`src/rtl/prio_pkg.sv`:
```
// Shared constants for the priority-encoder path and its capture front end.
package prio_pkg;
  localparam int PRIO_W = 16;
  localparam int IDX_W  = 4;
  localparam logic [7:0] PRIO_NONE = 8'hF0;

  typedef enum logic {
    CAP_LEVEL = 1'b0,
    CAP_EDGE  = 1'b1
  } cap_mode_e;
endpackage

```
`src/rtl/req_capture_sync_if.sv`:
```
// Control/status bundle between the capture stage and its driver/consumer.
interface req_capture_sync_if #(
  parameter int WIDTH = 16,
  parameter int CNT_W = 8
);
  import prio_pkg::*;

  logic [WIDTH-1:0] req_in;
  logic             edge_mode;
  logic [WIDTH-1:0] mask;
  logic             clr_valid;
  logic [IDX_W-1:0] clr_index;
  logic             stat_clr;
  logic [WIDTH-1:0] pending;
  logic             pending_any;
  logic [WIDTH-1:0] overrun;
  logic [CNT_W-1:0] evt_count;

  modport master (
    output req_in, edge_mode, mask, clr_valid, clr_index, stat_clr,
    input  pending, pending_any, overrun, evt_count
  );

  modport slave (
    input  req_in, edge_mode, mask, clr_valid, clr_index, stat_clr,
    output pending, pending_any, overrun, evt_count
  );
endinterface

```
`src/rtl/req_capture_sync_sync_bit.sv`:
```
// N-flop synchronizer for one asynchronous line; o_q is the last stage.
module sync_bit #(
  parameter int STAGES = 2
) (
  input  logic clk,
  input  logic rst,
  input  logic i_d,
  output logic o_q
);
  logic [STAGES-1:0] r_chain;

  always_ff @(posedge clk or posedge rst) begin
    if (rst) r_chain <= '0;
    else     r_chain <= {r_chain[STAGES-2:0], i_d};
  end

  assign o_q = r_chain[STAGES-1];
endmodule

```
`src/rtl/req_capture_sync.sv`:
```
// Request capture: sync async lines, detect edge/level events, hold them sticky
// for the encoder, retire by index, and track overrun/event statistics.
module req_capture_sync
  import prio_pkg::*;
#(
  parameter int WIDTH       = 16,
  parameter int SYNC_STAGES = 2,
  parameter int CNT_W       = 8
) (
  input logic               clk,
  input logic               rst,
  req_capture_sync_if.slave bus
);
  if (WIDTH < 1 || WIDTH > PRIO_W) begin : g_bad_width
    $error("req_capture_sync: WIDTH must be 1..16");
  end
  if (SYNC_STAGES < 2) begin : g_bad_sync
    $error("req_capture_sync: SYNC_STAGES must be >= 2");
  end

  logic [WIDTH-1:0] w_req;
  logic [WIDTH-1:0] w_s;
  logic [WIDTH-1:0] w_set;
  logic [WIDTH-1:0] w_clr;
  logic [WIDTH-1:0] w_ovr_set;
  logic [WIDTH-1:0] w_pend_nxt;
  logic             w_new;
  logic             w_cnt_full;
  cap_mode_e        w_mode;

  logic [WIDTH-1:0] r_p;
  logic [WIDTH-1:0] r_pending;
  logic             r_pending_any;
  logic [WIDTH-1:0] r_overrun;
  logic [CNT_W-1:0] r_cnt;

  assign w_req  = bus.req_in;
  assign w_mode = cap_mode_e'(bus.edge_mode);

  // Per-line synchronizer plus clear decode; out-of-range indices match no line.
  for (genvar i = 0; i < WIDTH; i++) begin : g_line
    sync_bit #(.STAGES(SYNC_STAGES)) u_sync (
      .clk (clk),
      .rst (rst),
      .i_d (w_req[i]),
      .o_q (w_s[i])
    );
    assign w_clr[i] = bus.clr_valid & (bus.clr_index == IDX_W'(i));
  end

  assign w_set      = ~bus.mask & ((w_mode == CAP_EDGE) ? (w_s & ~r_p) : w_s);
  // Set beats a same-cycle clear so a fresh event is never dropped.
  assign w_pend_nxt = w_set | (r_pending & ~w_clr);
  assign w_ovr_set  = w_set & r_pending & ~w_clr;
  assign w_new      = |(w_set & ~r_pending);
  assign w_cnt_full = (r_cnt == {CNT_W{1'b1}});

  always_ff @(posedge clk or posedge rst) begin
    if (rst) begin
      r_p           <= '0;
      r_pending     <= '0;
      r_pending_any <= 1'b0;
      r_overrun     <= '0;
      r_cnt         <= '0;
    end else begin
      r_p           <= w_s;
      r_pending     <= w_pend_nxt;
      r_pending_any <= |w_pend_nxt;
      // stat_clr wipes history but still records an overrun from this cycle.
      if (bus.stat_clr) begin
        r_overrun <= w_ovr_set;
        r_cnt     <= '0;
      end else begin
        r_overrun <= r_overrun | w_ovr_set;
        if (w_new && !w_cnt_full) r_cnt <= r_cnt + CNT_W'(1);
      end
    end
  end

  assign bus.pending     = r_pending;
  assign bus.pending_any = r_pending_any;
  assign bus.overrun     = r_overrun;
  assign bus.evt_count   = r_cnt;
endmodule

```
`src/flat_wrapper.sv`:
```
// flat-port wrapper written by rule: the top's interface ports become plain ports
module req_capture_sync_flat import prio_pkg::*;
#(
  parameter int WIDTH       = 16,
  parameter int SYNC_STAGES = 2,
  parameter int CNT_W       = 8
)
  (clk, rst, bus_req_in, bus_edge_mode, bus_mask, bus_clr_valid, bus_clr_index, bus_stat_clr, bus_pending, bus_pending_any, bus_overrun, bus_evt_count);
  req_capture_sync_if #(.WIDTH(WIDTH), .CNT_W(CNT_W)) bus_i ();
  input logic clk;
  input logic rst;
  input wire logic [$bits(bus_i.req_in)-1:0] bus_req_in;
  input wire logic [$bits(bus_i.edge_mode)-1:0] bus_edge_mode;
  input wire logic [$bits(bus_i.mask)-1:0] bus_mask;
  input wire logic [$bits(bus_i.clr_valid)-1:0] bus_clr_valid;
  input wire logic [$bits(bus_i.clr_index)-1:0] bus_clr_index;
  input wire logic [$bits(bus_i.stat_clr)-1:0] bus_stat_clr;
  output wire logic [$bits(bus_i.pending)-1:0] bus_pending;
  output wire logic [$bits(bus_i.pending_any)-1:0] bus_pending_any;
  output wire logic [$bits(bus_i.overrun)-1:0] bus_overrun;
  output wire logic [$bits(bus_i.evt_count)-1:0] bus_evt_count;
  assign bus_i.req_in = bus_req_in;
  assign bus_i.edge_mode = bus_edge_mode;
  assign bus_i.mask = bus_mask;
  assign bus_i.clr_valid = bus_clr_valid;
  assign bus_i.clr_index = bus_clr_index;
  assign bus_i.stat_clr = bus_stat_clr;
  assign bus_pending = bus_i.pending;
  assign bus_pending_any = bus_i.pending_any;
  assign bus_overrun = bus_i.overrun;
  assign bus_evt_count = bus_i.evt_count;
  req_capture_sync #(.WIDTH(WIDTH), .SYNC_STAGES(SYNC_STAGES), .CNT_W(CNT_W)) u_core (.clk(clk), .rst(rst), .bus(bus_i));
endmodule
```
`config.mk`:
```
export PLATFORM = sky130hd
export DESIGN_NAME = req_capture_sync_flat
export DESIGN_NICKNAME = d
export VERILOG_FILES = /design/src/rtl/prio_pkg.sv /design/src/rtl/req_capture_sync_if.sv /design/src/rtl/req_capture_sync_sync_bit.sv /design/src/rtl/req_capture_sync.sv /design/src/flat_wrapper.sv
export SDC_FILE = /design/constraint.sdc
export NUM_CORES = 1
export LEC_CHECK = 0
export CAP_MARGIN = 20
export CELL_PAD_IN_SITES_DETAIL_PLACEMENT = 1
export CELL_PAD_IN_SITES_GLOBAL_PLACEMENT = 2
export CORE_MARGIN = 8
export CORE_UTILIZATION = 32
export CTS_CLUSTER_DIAMETER = 200
export DETAILED_ROUTE_END_ITERATION = 12
export PLACE_DENSITY = 0.89
export RECOVER_POWER = 25
export SLEW_MARGIN = 20
export SYNTH_ARGS = -nofsm -noshare
export SYNTH_HDL_FRONTEND = slang
export SYNTH_SLANG_ARGS = --single-unit
```
`constraint.sdc`:
```
create_clock -name clk -period 4 [get_ports clk]
set_clock_uncertainty 0.1 [all_clocks]
set_input_delay 0.6 -clock clk [delete_from_list [all_inputs] [get_ports clk]]
set_output_delay 0.6 -clock clk [all_outputs]
set_load 0.01 [all_outputs]
```
# Word level (Yosys, flattened, before mapping)
# Cells that the tools add are included.
classes:
  addsub: 1
  n_eq_ne: 16
  mux: 4
  n_bitwise: 28
  n_reduce_logical: 6
ops:
  columns: ["op", "n"]
  rows:
  - ["$and A16 B16 Y16", 6]
  - ["$not A16 Y16", 4]
  - ["$eq A4 B4 Y1 const B", 8]
  - ["$mux W16", 2]
  - ["$or A16 B16 Y16", 2]
  - ["$reduce_or A16 Y1", 2]
  - ["$and A1 B1 Y1", 16]
  - ["$eq A4 B3 Y1 const B", 4]
  - ["$mux W8", 2]
  - ["$add A8 B1 Y8 const B", 1]
  - ["$eq A4 B2 Y1 const B", 2]
  - ["$eq A8 B8 Y1 const B", 1]
  - ["$eq A4 B1 Y1 const B", 1]
  - ["$logic_not A4 Y1", 1]
  - ["$reduce_bool A2 Y1", 1]
  - ["$logic_and A1 B1 Y1", 1]
  - ["$logic_not A1 Y1", 1]
word_totals:
  reg_bits: 89
  in_bits: 41

# Logic depth before layout (Yosys ltp)
# Gate-level depths: netlist (run 1).
depth:
  depth_word: 9
  mapped_depth: 9
  depth_no_buf: 7

# Modules after synthesis
# A second synthesis (run 1) with hierarchy kept.
hier_totals:
  hier_cells: 265
  hier_area_um2: 3420.8
modules_own_cells:
  columns: ["mod", "n_inst", "cells_each", "area_each_um2", "seq_area_each_um2"]
  rows:
  - ["req_capture_sync", 1, 217, 2560.0, 1426.4]
  - ["sync_bit", 16, 3, 53.8, 50.0]

# Worst setup path after synthesis (run 1)
# Ideal clock, no wire load.
synth_path:
  path_type: "input to register"
  startpoint: "input bus_edge_mode"
  endpoint: "register u_core.r_cnt[4], in the netlist u_core.bus.evt_count[4]"
  setup_time_ns: 0.125
  t_arrival_ns: 1.892
  required_time_ns: 3.775
  slack_ns: 1.883
  path_stages: 8
  path_buffers: 2
  cell_sequence: "buf_6 -> buf_6 -> nand2_1 -> and4bb_1 -> nor4_1 -> and4_4 -> nor3_1 -> mux2_4"
synth_between:
  elab_chain_cells: 6
synth_lines:
  columns: ["element", "line", "rtl"]
  rows:
  - ["start: declaration", "flat_wrapper.sv:13", "input wire logic [$bits(bus_i.edge_mode)-1:0] bus_edge_mode;"]
  - ["$mux W16", "req_capture_sync.sv:51", "assign w_set = ~bus.mask & ((w_mode == CAP_EDGE) ? (w_s & ~r_p) : w_s);"]
  - ["$and A16 B16 Y16", "req_capture_sync.sv:51", null]
  - ["$and A16 B16 Y16", "req_capture_sync.sv:55", "assign w_new = |(w_set & ~r_pending);"]
  - ["$reduce_or A16 Y1", "req_capture_sync.sv:55", null]
  - ["$logic_and A1 B1 Y1", "req_capture_sync.sv:75", "if (w_new && !w_cnt_full) r_cnt <= r_cnt + CNT_W'(1);"]
  - ["$reduce_bool A2 Y1 (no line)", null, null]
  - ["end signal: assignment", "req_capture_sync.sv:75", null]
  - ["end: declaration", "req_capture_sync.sv:35", "logic [CNT_W-1:0] r_cnt;"]
# Every way passes these cells.
# A chain may end at the register's enable or synchronous reset.

# Worst setup path after layout (run 1)
# Same ends and word-level chain as after synthesis.

==> flow_summary.yaml, run 1 <==
routing:
  antenna_left: 0
  drt-pass1-iter-count: 4
  drtIter0Drc: 96
  wirelength_mm: 9.09
  avgRoutedWirePerCell_um: 18.4
  vias_per_cell: 4.84
  drc: 0
  via_count: 2394
logic_synthesis:
  synth_nets: 308
  synth_async_sr_flop_share_pct: 100
  synth_area_per_cell_um2: 12.5
  synth_most_common_cell: "dfrtp_1"
  synth_edf_count: 0
  synth_common_cells: "dfrtp_1 (89), nand2_1 (38), inv_1 (18), nand3b_1 (18)"
  ys_types: 33
  ys.flop_type: "dfrtp_1"
  ys_seq_elements: 89
  yosysTopAreaCellShare_pct: 66.8
  syn_inst: 266
  yosysSeqAreaShare_pct: 66.8
  synth_area_leaders: "dfrtp_1 (67%), nand2_1 (4.3%), nand3b_1 (4.1%)"
  synth_top_cell_by_area: "dfrtp_1"
  yosysWarnings: 0
  syn_area_um2: 3330
global_route:
  busiest_layer: "met2"
  grt_pass1_vias: 2657
  grt_pass1_wl_mm: 14.8
  met1_usage_pct: 17.6
  overflow: 0
  grt_max_degree: 47
  antenna_found_initial: 0
  grt_use_total_pct: 13.5
  grtUsageMet3_pct: 3.74
  grtUsageMet2_pct: 21.0
clocking:
  hold_buffers: 0
  cts_setup_buffers: 0
  insertion_delay_ns: 0.35
  cts_tree: "built"
  cts-root-buf: "clkbuf_8"
  ctsResizeCount: 0
  clk_pin_slew_ns: 0.09
  cts.sinks: 89
  clk_path_buf_depth: 2
  htreeDepth: 3
  cts_buffers: 9
final_layout:
  antenna_cells: 0
  drive_gt1_share_pct: 8.64
  area_delta_synth_final_pct: 36.4
  finalNonFillerCells: 495
  nNetsFinal: 396
timing:
  slew_viol_final: 44
  fin_crit_ns: 2.91
  slew_headroom_pct: -38.0
  hold_slack_ns: 0.256
  setup_viol: 0
  timing.fmax_ghz: 0.343
  rsz0062_at_grt: "no"
  period_share_pct: 72.8
  hold_viol_final: 0
  tightest_slew_ns: 2.06
  setup-tns-final_ns: 0
place:
  place_congestion: 0.789
  dp_cells: 479
  portBuffers: 81
  dp_hpwl_mm: 6.86
worst_setup_path:
  endpoint_kind: "register"
  crit_chain: "clkdlybuf4s50_1, nand2_1, nor4bb_1, nor4_1, and4_4, nor3_1, mux2_4"
  cp_slowest_stage_delay_ns: 0.74
  critPathLaunchType: "input pin"
  cpMaxStageDelayCell: "clkdlybuf4s50_1"
  crit_fanout: 16
  arrival_ns: 3.06
  cp.required_ns: 4.15
  critPathBufInv: 1
  path_delay_family: "simple AND/OR/NAND/NOR gates"
  path_class: "input pin to register"
run:
  cap_violations: 1
floorplan:
  io_pins: 82
  die_h_um: 118
  start_util_pct: 32.6
  rows: 37
  die-width_um: 118
  coreArea_um2: 10200
  die_area_um2: 13900
status:
  violations: "max-capacitance violations, max-slew violations"
  status: "complete, but fails checks"
pwr:
  powerDensity_nw_per_um2: 450
  ir_drop_uv: 185
  p_leak_nw: 1.86
worst_hold_path:
  min_path_type: "register to register"
-- flip-flops by register name (all words and copies together) (netlist names) --
name	flops
u_core.bus.overrun	16
u_core.r_p	16
u_core.bus.pending_any	1
u_core.bus.pending	16
u_core.g_line.u_sync.r_chain	32
u_core.bus.evt_count	8
-- worst paths after layout --
kind                                                               start                                       endpoint  slack (ns)  cells after the start
setup / recovery                                           bus_edge_mode            u_core.bus.evt_count[4]$_DFFE_PP0P_        1.09                      7
hold / removal             u_core.g_line[12].u_sync.r_chain[0]$_DFF_PP0_  u_core.g_line[12].u_sync.r_chain[1]$_DFF_PP0_        0.26                      0
setup reg to reg                                 u_core.r_p[9]$_DFF_PP0_            u_core.bus.evt_count[4]$_DFFE_PP0P_        1.85                      6
hold reg to reg            u_core.g_line[12].u_sync.r_chain[0]$_DFF_PP0_  u_core.g_line[12].u_sync.r_chain[1]$_DFF_PP0_        0.26                      0
max in group asynchronous                                            rst                u_core.bus.pending[1]$_DFF_PP0_        1.71                      3
min in group asynchronous                                            rst   u_core.g_line[8].u_sync.r_chain[0]$_DFF_PP0_        1.12                      2
-- cells in the final DEF (no fill, tap or decap), types with 2 or more instances in the layout --
| cell type | synthesis | routed |
|---|---|---|
| and4bb_1 | 8 | 8 |
| nor3b_2 | 2 | 2 |
| and4bb_2 | 2 | 2 |
| nand4_1 | 2 | 2 |
| inv_6 | 0 | 2 |
| nand3b_1 | 18 | 18 |
| dlygate4sd3_1 | 0 | 17 |
| nor2b_1 | 2 | 2 |
| nand2_1 | 38 | 38 |
| nor2_1 | 5 | 5 |
| clkbuf_8 | 0 | 9 |
| bufinv_16 | 0 | 3 |
| mux2_4 | 2 | 2 |
| nor4_1 | 6 | 6 |
| inv_1 | 18 | 17 |
| nand3_1 | 4 | 4 |
| o21ai_2 | 2 | 2 |
| o21ai_0 | 16 | 16 |
| o21bai_1 | 2 | 2 |
| nor4bb_1 | 6 | 6 |
| or3_1 | 3 | 3 |
| o22ai_1 | 16 | 16 |
| a21oi_1 | 3 | 3 |
| or4_1 | 2 | 2 |
| dfrtp_1 | 89 | 89 |
| nor4b_1 | 2 | 2 |
| nand2b_1 | 4 | 4 |
| clkdlybuf4s50_1 | 0 | 64 |
-- per-stage QoR --
stage          total power [mW]  setup slack [ns]  instance area [um2]  utilization [%]
2_1_floorplan              1.15             0.993                 3330                -
3_3_place_gp               1.31             0.702                 4300             42.0
3_5_place_dp               1.32             0.709                 4300             42.0
4_1_cts                    2.07              1.08                 4550             44.4
5_1_grt                    2.13              1.01                 4550             44.4
6_report                   2.04              1.09                 4550             44.4
-- where the power goes --
part / internal (mW) / switching, mW
combinational: 0.148 / 0.135
sequential: 0.962 / 0.0461
clock: 0.420 / 0.332
total: 1.53 / 0.514
-- layer usage --
metal / up-vias / wire length (um)
met1: 1205 / 4260
li1: 1116 / -
met2: 62 / 4210
met5: - / 0
met4: 0 / 140
met3: 11 / 479
-- kinds of logic (layout without fill, tap and decap cells) --
| group | Yosys count | after routing | synth area share, % |
|---|---|---|---|
| muxes | 3 | 3 | 1.20 |
| adders and majority gates | 1 | 1 | 0.375 |
| buffers and inverters | 24 | 117 | 3.38 |
| and+or+nand+nor | 109 | 109 | 21.2 |
| DFF | 89 | 89 | 66.8 |
| AOI/OAI and AO/OA | 40 | 40 | 6.98 |
-- area by class of cell --
| class | count | area [um2] |
|---|---|---|
| flip-flops and latches | 89 | 2230 |
| clock inverters | 7 | 124 |
| clock buffers | 9 | 124 |
| inverters | 18 | 68.8 |
| fillers | 1090 | 5690 |
| well taps | 136 | 170 |
| repair buffers | 83 | 838 |
| multi-input cells | 153 | 993 |
(Power assumes the default switching activity.)
==> run 2: changes to the inputs <==
--- a/config.mk
+++ b/config.mk
@@ -9,10 +9,10 @@
 export CELL_PAD_IN_SITES_DETAIL_PLACEMENT = 1
 export CELL_PAD_IN_SITES_GLOBAL_PLACEMENT = 2
 export CORE_MARGIN = 8
-export CORE_UTILIZATION = 32
+export CORE_UTILIZATION = 29
 export CTS_CLUSTER_DIAMETER = 200
 export DETAILED_ROUTE_END_ITERATION = 12
-export PLACE_DENSITY = 0.89
+export PLACE_DENSITY = 0.86
 export RECOVER_POWER = 25
 export SLEW_MARGIN = 20
 export SYNTH_ARGS = -nofsm -noshare
==> constraint.sdc (replaced) <==
create_clock -name clk -period 2.48 [get_ports clk]
set_clock_uncertainty 0.1 [all_clocks]
set_input_delay 0.372 -clock clk [delete_from_list [all_inputs] [get_ports clk]]
set_output_delay 0.372 -clock clk [all_outputs]
set_load 0.01 [all_outputs]
==> flow_summary.yaml, run 2 (synthesized netlist as in run 1, its figures left out) <==
status:
  status: "complete, no violations"
pwr:
  powerDensity_nw_per_um2: 717
  finalPower_mw: 3.46
  p_comb_share_pct: 14.9
  internal-power_mw: 2.57
  ir_drop_uv: 329
  p_leak_nw: 2.00
  sw_frac_of_total_pct: 25.6
  power_frac_seq_pct: 47.2
  switching_power_mw: 0.887
  clock_power_share_pct: 37.9
worst_setup_path:
  crit_start: "bus_edge_mode"
  path_common_cell: "buf_4"
  arrival_ns: 2.61
  endpoint_kind: "register"
  cp.required_ns: 2.64
  cpMaxStageDelayCell: "clkdlybuf4s50_1"
  path_delay_family: "simple AND/OR/NAND/NOR gates"
  cp_slowest_stage_delay_ns: 0.49
  crit_fanout: 9
  critPathLaunchType: "input pin"
  critPathBufInv: 4
  path_class: "input pin to register"
  crit_chain: "clkdlybuf4s50_1, buf_4, nand2_1, nor4bb_4, nor4_2, buf_4, and4_4, buf_4, or3_1, a21oi_1"
  r2r-start: "u_core.r_p[6]$_DFF_PP0_"
final_layout:
  area_delta_synth_final_pct: 44.7
  antenna_cells: 0
  drive_gt1_share_pct: 16.2
  layout_common_cells: "dfrtp_1 (89), clkdlybuf4s50_1 (64), nand2_1 (38), buf_4 (25), nand3b_1 (18)"
  top_register: "u_core.g_line.u_sync.r_chain"
  largest_reg_flops: 32
  final_common_cell: "dfrtp_1"
  nNetsFinal: 420
clocking:
  clk_pin_slew_ns: 0.07
  hold_buffers: 0
  clk_path_buf_depth: 2
  htreeDepth: 3
  cts-root-buf: "clkbuf_16"
  cts_tree: "built"
  cts.sinks: 89
  cts_setup_buffers: 0
  insertion_delay_ns: 0.34
  cts_buffers: 9
routing:
  drc: 0
  antenna_left: 0
  avgRoutedWirePerCell_um: 18.8
  drtIter0Drc: 103
  vias_per_cell: 4.87
  wirelength_mm: 9.91
  drt-pass1-iter-count: 4
  via_count: 2564
timing:
  slew_headroom_pct: 18.1
  slew_viol_final: 0
  hold_slack_ns: 0.251
  hold_viol_final: 0
  timing.fmax_ghz: 0.408
  setup_viol: 0
  tightest_slew_ns: 1.23
  finalWorstSetupSlack_ns: 0.0288
  period_share_pct: 98.8
  fin_crit_ns: 2.45
place:
  post-place-ws_ns: -0.321
  dp_hpwl_mm: 7.32
  portBuffers: 81
  place_congestion: 0.817
global_route:
  overflow: 0
  grt_pass1_vias: 2878
  antenna_found_initial: 0
  grt_max_degree: 90
  grt_pass1_wl_mm: 15.4
  grt_use_total_pct: 13.4
floorplan:
  die-width_um: 123
  rows: 39
  coreArea_um2: 11300
  die_h_um: 123
  die_area_um2: 15200
  start_util_pct: 29.4
  io_pins: 82
worst_hold_path:
  min_path_type: "register to register"
  hold_start: "u_core.g_line[2].u_sync.r_chain[0]$_DFF_PP0_"
run:
  cap_violations: 0
[run 2: changes by cell type in the layout (fill, tap and decap cells not counted), sizes merged]
cell      previous run  this run
clkbuf               9        12
clkinvlp             2         4
inv                 19        17
buf                  2        25
clkinv               1         2
bufinv               3         0
[run 2: repair_timing]
action                                  in CTS  in global routing
endpoints found under the setup margin       0                  6
hold endpoints to repair                     0                  0
gates resized for setup                      0                  8
[run 2: cell type report]
| cell class | count | area (um2) |
|---|---|---|
| Sequential cell | 89 | 2230 |
| Clock inverter | 5 | 40.0 |
| Inverter | 18 | 71.3 |
| Multi-Input combinational cell | 153 | 1050 |
| Timing Repair Buffer | 107 | 1010 |
| Tap cell | 143 | 179 |
| Clock buffer | 11 | 253 |
| Fill cell | 1241 | 6500 |
[run 2: metrics by stage]
stage,util (%),cells,instance area (um2),TNS (ns)
after CTS,42.2,526,4780,0
final,42.6,526,4820,0
after global placement,39.7,510,4490,-2.06
after floorplan,-,266,3340,0
after global routing,42.6,526,4820,-0.0863
after detailed placement,39.7,510,4490,-2.28
[run 2: power by group through the flow]
stage                     logic [mW]  clock network (mW)  registers (mW)
after floorplan                0.189                   0            1.66
after global placement         0.508                   0            1.65
after detailed placement       0.521                   0            1.66
after CTS                      0.526                1.35            1.63
after global routing           0.560                1.40            1.64
final                          0.516                1.31            1.63
[run 2: path summary, 6_finish.rpt]
path | end | slack, ns | cells past startpoint
setup / recovery | u_core.bus.evt_count[3]$_DFFE_PP0P_ | 0.03 | 10
min in group asynchronous | u_core.g_line[13].u_sync.r_chain[0]$_DFF_PP0_ | 0.86 | 3
max in group asynchronous | u_core.bus.evt_count[1]$_DFFE_PP0P_ | 0.64 | 3
hold / removal | u_core.g_line[2].u_sync.r_chain[1]$_DFF_PP0_ | 0.25 | 0
setup reg to reg | u_core.bus.evt_count[3]$_DFFE_PP0P_ | 0.28 | 8
hold reg to reg | u_core.g_line[2].u_sync.r_chain[1]$_DFF_PP0_ | 0.25 | 0
[run 2: routing by layer]
| layer | vias to the layer above | global-route usage, % | part of all wire, % |
|---|---|---|---|
| met4 | 0 | 5.87 | 1.8 |
| met1 | 1310 | 16.6 | 43 |
| li1 | 1162 | - | - |
| met5 | - | 0 | 0 |
| met3 | 14 | 3.88 | 6.2 |
| met2 | 78 | 21.5 | 49 |
[run 2: worst register-to-register path, stage by stage, from the launching register on]
cell,delay (ns)
dfrtp_1,0.37
nand2_1,0.09
nor4bb_2,0.44
nor4_2,0.10
buf_4,0.15
and4_4,0.22
buf_4,0.16
or3_1,0.34
a21oi_1,0.17
==> run 3: changes to the inputs <==
--- a/config.mk
+++ b/config.mk
@@ -14,7 +14,7 @@
 export DETAILED_ROUTE_END_ITERATION = 12
 export PLACE_DENSITY = 0.86
 export RECOVER_POWER = 25
-export SLEW_MARGIN = 20
+export SLEW_MARGIN = 5
 export SYNTH_ARGS = -nofsm -noshare
 export SYNTH_HDL_FRONTEND = slang
 export SYNTH_SLANG_ARGS = --single-unit
==> results of run 3 <==
Final layout, timing and power as in run 2 (identical DEF).
